$ cat config.mk
export PLATFORM = sky130hd
export DESIGN_NAME = argmax_top2_scan
export DESIGN_NICKNAME = d
export VERILOG_FILES = /design/src/rtl/argmax_pkg.sv /design/src/rtl/top2_update.sv /design/src/rtl/argmax_top2_scan.sv
export SDC_FILE = /design/constraint.sdc
export NUM_CORES = 1
export LEC_CHECK = 0
export BUFFER_PORTS_ARGS = -buffer_cell sky130_fd_sc_hd__buf_2
export CAP_MARGIN = 5
export CORE_MARGIN = 2
export CORE_UTILIZATION = 50
export CTS_CLUSTER_SIZE = 16
export DETAILED_ROUTE_END_ITERATION = 16
export MAX_ROUTING_LAYER = met4
export PLACE_DENSITY = 0.72
export SLEW_MARGIN = 20
export SYNTH_ARGS = -nofsm -noshare
export SYNTH_HDL_FRONTEND = slang
export SYNTH_SLANG_ARGS = --single-unit
$ cat constraint.sdc
create_clock -name clk -period 9.7 [get_ports clk]
set_clock_uncertainty 0.2 [all_clocks]
set_input_delay 0.97 -clock clk [delete_from_list [all_inputs] [get_ports clk]]
set_output_delay 0.97 -clock clk [all_outputs]
set_load 0.02 [all_outputs]
$ cat src/rtl/argmax_pkg.sv
// Shared types and constants for the top-2 argmax scanner.
package argmax_pkg;

  localparam int unsigned DefNClass = 10;
  localparam int unsigned DefDataW  = 26;
  localparam int unsigned MaxDataW  = 64;

  typedef enum logic [1:0] {
    StIdle,
    StScan,
    StDone
  } state_e;

  // Most-negative two's-complement value of width w, zero-padded; callers truncate to w bits.
  function automatic logic [MaxDataW-1:0] min_score(int unsigned w);
    logic [MaxDataW-1:0] v;
    v        = '0;
    v[w-1]   = 1'b1;
    return v;
  endfunction

endpackage

$ cat src/rtl/top2_update.sv
// One scan step: folds a candidate score into the running best/runner-up pair.
module top2_update #(
  parameter int unsigned DataW = 26,
  parameter int unsigned IdxW  = 4
) (
  input  logic signed [DataW-1:0] x_i,
  input  logic        [IdxW-1:0]  ptr_i,
  input  logic signed [DataW-1:0] best_i,
  input  logic        [IdxW-1:0]  best_idx_i,
  input  logic signed [DataW-1:0] second_i,
  input  logic        [IdxW-1:0]  second_idx_i,
  output logic signed [DataW-1:0] best_o,
  output logic        [IdxW-1:0]  best_idx_o,
  output logic signed [DataW-1:0] second_o,
  output logic        [IdxW-1:0]  second_idx_o
);

  // Strict compares: earlier indices keep their rank among equal scores.
  always_comb begin
    best_o       = best_i;
    best_idx_o   = best_idx_i;
    second_o     = second_i;
    second_idx_o = second_idx_i;
    if (x_i > best_i) begin
      second_o     = best_i;
      second_idx_o = best_idx_i;
      best_o       = x_i;
      best_idx_o   = ptr_i;
    end else if (x_i > second_i) begin
      second_o     = x_i;
      second_idx_o = ptr_i;
    end
  end

endmodule

$ cat src/rtl/argmax_top2_scan.sv
// Latches a score vector and scans it serially, reporting winner, runner-up and margin.
module argmax_top2_scan
  import argmax_pkg::*;
#(
  parameter int unsigned N_CLASS = DefNClass,
  parameter int unsigned DATA_W  = DefDataW,
  parameter int unsigned IDX_W   = (N_CLASS > 1) ? $clog2(N_CLASS) : 1
) (
  input  logic                      clk,
  input  logic                      GlobalReset,
  input  logic                      in_valid,
  output logic                      in_ready,
  input  logic [N_CLASS*DATA_W-1:0] scores,
  output logic                      out_valid,
  input  logic                      out_ready,
  output logic [IDX_W-1:0]          top_idx,
  output logic [IDX_W-1:0]          second_idx,
  output logic signed [DATA_W-1:0]  top_score,
  output logic [DATA_W:0]           margin
);

  localparam logic signed [DATA_W-1:0] MinScore = DATA_W'(min_score(DATA_W));
  localparam logic [IDX_W-1:0]         LastIdx  = IDX_W'(N_CLASS - 1);

  state_e                    state_q;
  logic signed [DATA_W-1:0]  arr_q [N_CLASS];
  logic signed [DATA_W-1:0]  best_q, second_q, best_d, second_d;
  logic        [IDX_W-1:0]   best_idx_q, second_idx_q, best_idx_d, second_idx_d;
  logic        [IDX_W-1:0]   ptr_q;
  logic signed [DATA_W:0]    margin_d;

  top2_update #(
    .DataW (DATA_W),
    .IdxW  (IDX_W)
  ) u_update (
    .x_i          (arr_q[ptr_q]),
    .ptr_i        (ptr_q),
    .best_i       (best_q),
    .best_idx_i   (best_idx_q),
    .second_i     (second_q),
    .second_idx_i (second_idx_q),
    .best_o       (best_d),
    .best_idx_o   (best_idx_d),
    .second_o     (second_d),
    .second_idx_o (second_idx_d)
  );

  // One extra bit makes the difference exact across the full signed range.
  assign margin_d = {best_d[DATA_W-1], best_d} - {second_d[DATA_W-1], second_d};

  assign in_ready  = (state_q == StIdle);
  assign out_valid = (state_q == StDone);

  always_ff @(posedge clk or negedge GlobalReset) begin
    if (!GlobalReset) begin
      state_q      <= StIdle;
      for (int unsigned k = 0; k < N_CLASS; k++) arr_q[k] <= '0;
      best_q       <= '0;
      best_idx_q   <= '0;
      second_q     <= '0;
      second_idx_q <= '0;
      ptr_q        <= '0;
      top_idx      <= '0;
      second_idx   <= '0;
      top_score    <= '0;
      margin       <= '0;
    end else begin
      case (state_q)
        StIdle: begin
          if (in_valid) begin
            for (int unsigned k = 0; k < N_CLASS; k++) begin
              arr_q[k] <= scores[k*DATA_W +: DATA_W];
            end
            best_q       <= scores[0 +: DATA_W];
            best_idx_q   <= '0;
            second_q     <= MinScore;
            second_idx_q <= '0;
            ptr_q        <= IDX_W'(1);
            state_q      <= StScan;
          end
        end
        StScan: begin
          best_q       <= best_d;
          best_idx_q   <= best_idx_d;
          second_q     <= second_d;
          second_idx_q <= second_idx_d;
          ptr_q        <= ptr_q + 1'b1;
          if (ptr_q == LastIdx) begin
            top_idx    <= best_idx_d;
            second_idx <= second_idx_d;
            top_score  <= best_d;
            margin     <= margin_d;
            state_q    <= StDone;
          end
        end
        StDone: begin
          if (out_ready) state_q <= StIdle;
        end
        default: state_q <= StIdle;
      endcase
    end
  end

endmodule

Word-level counts from Yosys, hierarchy flattened

Cells that the tools add are included.

Multiplexer cells: 22
Add/subtract/negate cells: 2
Multipliers: 0
Equality and inequality tests: 6
Bitwise operators: 1
Div/mod/pow operators: 0
Shift-type cells: 0
Reductions and logical operators: 6
$lt $le $gt $ge: 3

Operators with widths:

| cell                                                            | number |
|---|---|
| 26-bit 2-to-1 mux                                               | 7 |
| 26-bit binary-select mux with 4-bit select                      | 1 |
| 26-bit one-hot mux with 2 select lines                          | 2 |
| 26-bit greater-than comparator                                  | 2 |
| 26-bit by 26-bit subtractor with 27-bit output                  | 1 |
| 4-bit one-hot mux with 2 select lines                           | 3 |
| 4-bit 2-to-1 mux                                                | 5 |
| 2-bit 2-to-1 mux                                                | 3 |
| 2-bit one-hot mux with 3 select lines                           | 1 |
| 2-bit AND reduction                                             | 3 |
| 5-bit greater-or-equal comparator, second input constant        | 1 |
| 4-bit inverter with 5-bit output                                | 1 |
| 4-bit by 1-bit adder with 4-bit output, second input constant   | 1 |
| 4-bit == test, second input constant                            | 1 |
| 2-bit != test, second input constant                            | 2 |
| 3-bit AND reduction                                             | 1 |
| 2-bit by 1-bit == test with 1-bit output, second input constant | 1 |
| 2-bit == test, second input constant                            | 1 |
| 2-bit logical NOT                                               | 1 |
| 2-bit by 1-bit != test with 1-bit output, second input constant | 1 |
| 2-bit nonzero test                                              | 1 |

Logic and storage cells: 60
Memories kept: 0
Memory bits (writable): 0
Latch bits: 0
Output and inout bits: 63
Input port bits: 264
ROM bits: 0
Register bits: 387

Logic depth before layout (Yosys ltp)

Depth after elaboration: 8
Depth in mapped cells: 39
Gate-level depth less buffers: 31

Modules after synthesis

Synthesis repeated with hierarchy kept, for this count alone.

Cell total of the unflattened synthesis: 2345
Area, all modules: 20768.7 sq um

Modules (own cells, without submodules):

| module           | seq. area each (sq um) | instances | cells each | area each (sq um) |
|---|---|---|---|---|
| argmax_top2_scan | 9684.3                 | 1         | 2017       | 18141.1 |
| top2_update      | 0.0                    | 1         | 328        | 2627.5 |

Worst setup path after synthesis

Ideal clock, no wire load.

Path kind: register -> register
Start point: reg ptr_q[0]
End point: reg margin[23]
Data arrival time: 8.589 ns
Required time: 9.423 ns
Period minus slack after synthesis: 8.866 ns
Stages on the path, launching flop included: 38
Path slack: 0.834 ns
Path buffers: 11
Setup time: 0.077 ns
Cells stage by stage: dfrtp_1 -> buf_4 -> buf_2 -> buf_4 -> buf_1 -> clkbuf_1 -> mux2_2 -> a221oi_1 -> nor2_1 -> ha_1 -> nand4_2 -> nor4_2 -> o211ai_1 -> o211ai_2 -> mux2i_1 -> buf_6 -> buf_2 -> buf_2 -> [... 2 more ...] -> buf_1 -> nor2_1 -> a21oi_1 -> inv_1 -> ha_1 -> nor2b_1 -> o211ai_1 -> a31oi_1 -> nor2_1 -> maj3_1 -> mux2i_1 -> o31ai_1 -> a32oi_1 -> a31oi_1 -> o31ai_1 -> a21oi_1 -> o32a_1 -> a21oi_1

Elaborated cells on any way between the ends: 12
Classes of those cells: 1 x add/sub; 2 x order compare; 1 x eq/ne; 6 x mux; 1 x bitwise; 1 x reduce/logical

RTL lines:

| element                                                  | RTL line               | RTL |
|---|---|---|
| start: declaration                                       | argmax_top2_scan.sv:29 | `logic [IDX_W-1:0] ptr_q;` |
| start signal: assignment                                 | argmax_top2_scan.sv:87 | `ptr_q <= ptr_q + 1'b1;` |
| 4-bit inverter with 5-bit output (implied by the code) * | argmax_top2_scan.sv:36 | `.x_i (arr_q[ptr_q]),` |
| 26-bit binary-select mux with 4-bit select *             | argmax_top2_scan.sv:36 |  |
| 26-bit 2-to-1 mux (implied by the code) * (2 in series)  | argmax_top2_scan.sv:36 |  |
| 26-bit greater-than comparator                           | top2_update.sv:24      | `if (x_i > best_i) begin` |
| 26-bit 2-to-1 mux *                                      | top2_update.sv:24      |  |
| named net best_d[1]                                      | argmax_top2_scan.sv:27 | `logic signed [DATA_W-1:0] best_q, second_q, best_d, second_d;` |
| 26-bit by 26-bit subtractor with 27-bit output *         | argmax_top2_scan.sv:49 | `assign margin_d = {best_d[DATA_W-1], best_d} - {second_d[DATA_W-1], second_d};` |
| end signal: assignment                                   | argmax_top2_scan.sv:92 | `margin <= margin_d;` |
| end: declaration                                         | argmax_top2_scan.sv:19 | `output logic [DATA_W:0] margin` |

Mark *: on every way through the listed nets, which the timed path passes. The rest lies on a longest branch. The select of a mux whose other input is x is not followed.
A chain may end at the register's enable or synchronous reset.

Worst setup path in the final report

Ends and elaborated chain as after synthesis.

==> results summary <==
The slew at the pin closest to its max-slew limit came out at 1.086 ns. The count of final max-slew check failures is 0. The worst setup path is captured at a flop. The fmax came out at between 0.1 and 0.15 GHz. The required time reported for the critical path endpoint came out at 10.00 ns. The number of antenna violations at the first check in global routing is 1. Synthesis produced a netlist with a net count of 2799. The die boundary height came out at 209.4 um. The count of mapped cells out of synthesis came out at 2467. The clock-pin slew of the registers on the worst-case setup and hold paths came out at approximately 0.06 ns. The pin count of the biggest net entering global routing is 214.

Dividing the detail-routed wire length by the instance count gives 20.69 um. The average cell area after synthesis is between 8 and 9 sq um. After global routing the overflow that remains totals 0. The run finished with clean final reports.

After synthesis the netlist holds a flip-flop and latch count of 387. Across all layers, the routed design uses between 15000 and 20000 vias. The residual antenna-violating net count after detailed routing came out at 0.

The total half-perimeter wirelength after legalization and detailed placement came out at ~49000 um. Setup violations remaining at the end of the flow were counted as 0. The via count of the first global-routing pass was 18518. The length in cells of the worst reg-to-reg path came out at 27.

The max-capacitance violation count is 0. The routability-driven placement congestion ratio came out at 0.9711. The data arrival at the endpoint of the critical path is around 9.0 ns. The cell at the root of the clock tree is sky130_fd_sc_hd__clkbuf_16. The count of input and output buffers is 326. In this run the critical register-to-register path is launched from ptr_q[0]$_DFFE_PN0P_. The sequential-to-total area share from yosys stat is 0.4593. The first-pass iteration count of the detailed router is 7.

The post-route DRC violation count came out at 0. The floorplan step set the die width to 209.4 um. The setup path with the least slack is of type reg2reg.

Tracing the worst setup path back leads to its startpoint at ptr_q[0]$_DFFE_PN0P_. The number of library cell types mapped by synthesis is 86. The setup slack of the worst register-to-register path is 1.02 ns. After the last flow step, the layout net total stands at 3053. The first global-routing pass estimated 105600 um of wire. Counting I/O delays and the setup requirement, the final critical path takes 8.680 ns. TritonCTS built the clock tree.

For this block, the routed nets add up to 68110 um of wire. Dividing the detail-routed via count by the number of cells gives roughly 5.8. Setup total negative slack on the finished layout was measured at 0 ns. In the post-synthesis netlist, the biggest area contributors are sky130_fd_sc_hd__dfrtp_1, sky130_fd_sc_hd__nand2_1, sky130_fd_sc_hd__mux4_2. The top-level port count is 327. In this run the deepest clock path goes through 3 buffers. After filler insertion, the fill cell instance count of the layout stands at 3709. The path class of the tightest hold or removal check is in2async. Of the post-synthesis cell area, the dominant cell type holds 0.4593. The combined area of the multi-input logic cells is about 10000 sq um. The worst reg2reg path endpoint is margin[23]$_DFFE_PN0P_. The quantity of hold-fixing buffers added after cts came out at 0. The post-synthesis cell area is between 20000 and 25000 sq um. The total global routing track utilization is 0.3191.

STA classifies the critical path startpoint as a flop. The total CTS buffers came out at 42. After detailed placement, the design holds a cell count of 3216. The starting utilization of the core area came out at 0.5049. The instance area after placement is 23150 sq um. Dividing the final minimum period by the clock period gives 0.8948.

Buffers added to address setup during post-CTS repair amount to 0. The number of hold violations in the final report came out at 0. The biggest area contributor in the post-synthesis netlist is sky130_fd_sc_hd__dfrtp_1. The proportion of layout cells with a drive suffix above 1 is 0.1962. The TritonCTS sink count is 387. The number of enable-type register cells in the synthesized netlist came out at 0. The number of DRC markers in iteration 0 came out at 2003.

Summing all non-filler instances in the final layout gives an area of 24540 sq um. The number of rows created at floorplan came out at between 70 and 80. For the worst-skew pair, the clock arrives at the later sink with an insertion delay of 0.59 ns. The standard cell core area is 41760 sq um.

In this run the tightest slew margin relative to its limit is 0.2761. The warning count from the yosys run is 0. Among all flip-flop cells after synthesis, the most frequent one is sky130_fd_sc_hd__dfrtp_1. The fraction of registers with async set or reset after synthesis is 1.000. The count of instances resized after the clock tree is built is 0. The floorplan step defined a die boundary enclosing 43830 sq um.

The final instance count without filler cells came out at 3292. Setup repair after global routing left no endpoint under its margin. The signed area change from the synthesized netlist to the final layout is 16.41%. The maximum fanout count along the critical path came out at 43. The number of levels in the clock H-tree is 2. Across the whole layout, storage elements account for 9691 sq um.
==> critical path, cell delays in order (launching register included) <==
cell	delay [ns]
sky130_fd_sc_hd__dfrtp_4	0.94
sky130_fd_sc_hd__buf_12	0.32
sky130_fd_sc_hd__mux4_2	0.54
sky130_fd_sc_hd__a221oi_1	0.32
sky130_fd_sc_hd__nor2_1	0.15
sky130_fd_sc_hd__ha_1	0.49
sky130_fd_sc_hd__nand4_2	0.22
sky130_fd_sc_hd__nor4_2	0.37
sky130_fd_sc_hd__o211ai_1	0.16
sky130_fd_sc_hd__o211ai_2	0.33
sky130_fd_sc_hd__mux2i_4	0.67
sky130_fd_sc_hd__nor2_1	0.08
sky130_fd_sc_hd__a21oi_1	0.37
sky130_fd_sc_hd__inv_1	0.10
sky130_fd_sc_hd__ha_1	0.29
sky130_fd_sc_hd__nor2b_1	0.17
sky130_fd_sc_hd__o211ai_1	0.12
sky130_fd_sc_hd__a31oi_1	0.29
sky130_fd_sc_hd__nor2_1	0.11
sky130_fd_sc_hd__maj3_1	0.35
sky130_fd_sc_hd__mux2i_1	0.15
sky130_fd_sc_hd__o31ai_1	0.18
sky130_fd_sc_hd__a32oi_1	0.28
sky130_fd_sc_hd__a31oi_1	0.16
sky130_fd_sc_hd__o31ai_1	0.47
sky130_fd_sc_hd__a21oi_1	0.23
sky130_fd_sc_hd__o32a_1	0.37
sky130_fd_sc_hd__a21oi_1	0.14
==> area by class of cell <==
type                       count  area share
clock inverter                14    0.007239
antenna                        1   0.0001020
timing repair buffer         364     0.08003
tap                          539     0.02748
multi-input combinational   1834      0.4268
clock buffer                  61     0.04945
sequential                   387      0.3948
inverter                      92     0.01407
==> metal layers <==
layer	up-vias	wire, um	track usage
met5	-	0	-
met4	0	2158	0.1005
met3	122	5296	0.05536
met2	822	30570	0.4746
met1	9305	30090	0.4486
li1	8840	-	-
==> worst max-delay path by stage <==
stage	to	slack (ns)	cells past startpoint
floorplan	margin[23]$_DFFE_PN0P_	0.83	37
global placement	margin[23]$_DFFE_PN0P_	1.40	27
detailed placement	margin[23]$_DFFE_PN0P_	1.10	27
CTS	margin[23]$_DFFE_PN0P_	1.09	27
global route	margin[23]$_DFFE_PN0P_	0.41	27
finish	margin[23]$_DFFE_PN0P_	1.02	27
==> sequential cells by signal, indices dropped and copies added (netlist names) <==
| signal | count |
|---|---|
| arr_q | 260 |
| best_idx_q | 4 |
| best_q | 26 |
| margin | 27 |
| ptr_q | 4 |
| second_idx | 4 |
| second_idx_q | 4 |
| second_q | 26 |
| state_q | 2 |
| top_idx | 4 |
| top_score | 26 |
==> cell families (layout without fill, tap and decap cells) <==
logic type / after synthesis / count (layout) / share of synthesized area
fa+ha+maj: 73 / 73 / 0.04308
other cells: 0 / 1 / 0
buf+inv: 246 / 531 / 0.04564
flops: 387 / 387 / 0.4593
mux: 98 / 98 / 0.07922
compound gates: 421 / 421 / 0.1285
xor+xnor: 26 / 26 / 0.01080
simple gates: 1216 / 1216 / 0.2334
==> layout by cell type, fill, tap and decap left out, types with 6 or more instances in the layout <==
| cell | n |
|---|---|
| sky130_fd_sc_hd__xor2_1 | 7 |
| sky130_fd_sc_hd__mux4_2 | 52 |
| sky130_fd_sc_hd__o31ai_1 | 7 |
| sky130_fd_sc_hd__clkbuf_8 | 7 |
| sky130_fd_sc_hd__nand4_1 | 19 |
| sky130_fd_sc_hd__clkbuf_1 | 11 |
| sky130_fd_sc_hd__ha_1 | 67 |
| sky130_fd_sc_hd__o21a_1 | 6 |
| sky130_fd_sc_hd__clkinv_2 | 7 |
| sky130_fd_sc_hd__o221ai_1 | 15 |
| sky130_fd_sc_hd__nand2b_1 | 7 |
| sky130_fd_sc_hd__o211ai_1 | 12 |
| sky130_fd_sc_hd__buf_4 | 35 |
| sky130_fd_sc_hd__nand3_1 | 48 |
| sky130_fd_sc_hd__o21ai_1 | 22 |
| sky130_fd_sc_hd__o21ai_0 | 98 |
| sky130_fd_sc_hd__a211oi_1 | 6 |
| sky130_fd_sc_hd__a21o_1 | 13 |
| sky130_fd_sc_hd__a221oi_1 | 25 |
| sky130_fd_sc_hd__and2_1 | 8 |
| sky130_fd_sc_hd__mux2i_1 | 17 |
| sky130_fd_sc_hd__a21oi_1 | 133 |
| sky130_fd_sc_hd__nand2_1 | 938 |
| sky130_fd_sc_hd__a31oi_1 | 10 |
| sky130_fd_sc_hd__clkbuf_16 | 43 |
| sky130_fd_sc_hd__inv_1 | 88 |
| sky130_fd_sc_hd__xnor2_1 | 19 |
| sky130_fd_sc_hd__a211o_1 | 6 |
| sky130_fd_sc_hd__nor2_1 | 134 |
| sky130_fd_sc_hd__dfrtp_1 | 384 |
| sky130_fd_sc_hd__nor3_1 | 17 |
| sky130_fd_sc_hd__a222oi_1 | 10 |
| sky130_fd_sc_hd__mux2_2 | 26 |
| sky130_fd_sc_hd__buf_2 | 325 |
==> Yosys cell counts (6+ instances only) <==
library cell / n
sky130_fd_sc_hd__o21ai_0: 98
sky130_fd_sc_hd__nor2_1: 134
sky130_fd_sc_hd__a21o_1: 13
sky130_fd_sc_hd__o211ai_1: 12
sky130_fd_sc_hd__a211o_1: 6
sky130_fd_sc_hd__a222oi_1: 10
sky130_fd_sc_hd__xnor2_1: 19
sky130_fd_sc_hd__nand2b_1: 8
sky130_fd_sc_hd__o31ai_1: 7
sky130_fd_sc_hd__mux2_2: 26
sky130_fd_sc_hd__o21a_1: 6
sky130_fd_sc_hd__clkbuf_1: 116
sky130_fd_sc_hd__nor2b_1: 6
sky130_fd_sc_hd__nand3_1: 48
sky130_fd_sc_hd__mux2i_1: 18
sky130_fd_sc_hd__a21oi_1: 133
sky130_fd_sc_hd__buf_1: 22
sky130_fd_sc_hd__o21ai_1: 22
sky130_fd_sc_hd__nor3_1: 18
sky130_fd_sc_hd__xor2_1: 7
sky130_fd_sc_hd__inv_1: 88
sky130_fd_sc_hd__mux4_2: 52
sky130_fd_sc_hd__o221ai_1: 15
sky130_fd_sc_hd__buf_2: 10
sky130_fd_sc_hd__dfrtp_1: 387
sky130_fd_sc_hd__a221oi_1: 25
sky130_fd_sc_hd__a211oi_1: 6
sky130_fd_sc_hd__nand4_1: 19
sky130_fd_sc_hd__ha_1: 67
sky130_fd_sc_hd__a31oi_1: 10
sky130_fd_sc_hd__nand2_1: 940
sky130_fd_sc_hd__and2_1: 9
==> through the flow <==
| stage | utilization | hold WS, ns | worst slack [ns] |
|---|---|---|---|
| global placement | 0.5544 | 0.2475 | 1.401 |
| CTS | 0.5877 | 0.2621 | 1.086 |
| global route | 0.5878 | 0.2722 | 0.4064 |
| detailed placement | 0.5544 | 0.2569 | 1.103 |
| floorplan | - | 0.2385 | 0.8338 |
| finish | 0.5878 | 0.2074 | 1.020 |
Power is left out: the tool's default activity adds up to more than one toggle a clock period on the data nets, which glitch-free logic cannot reach.
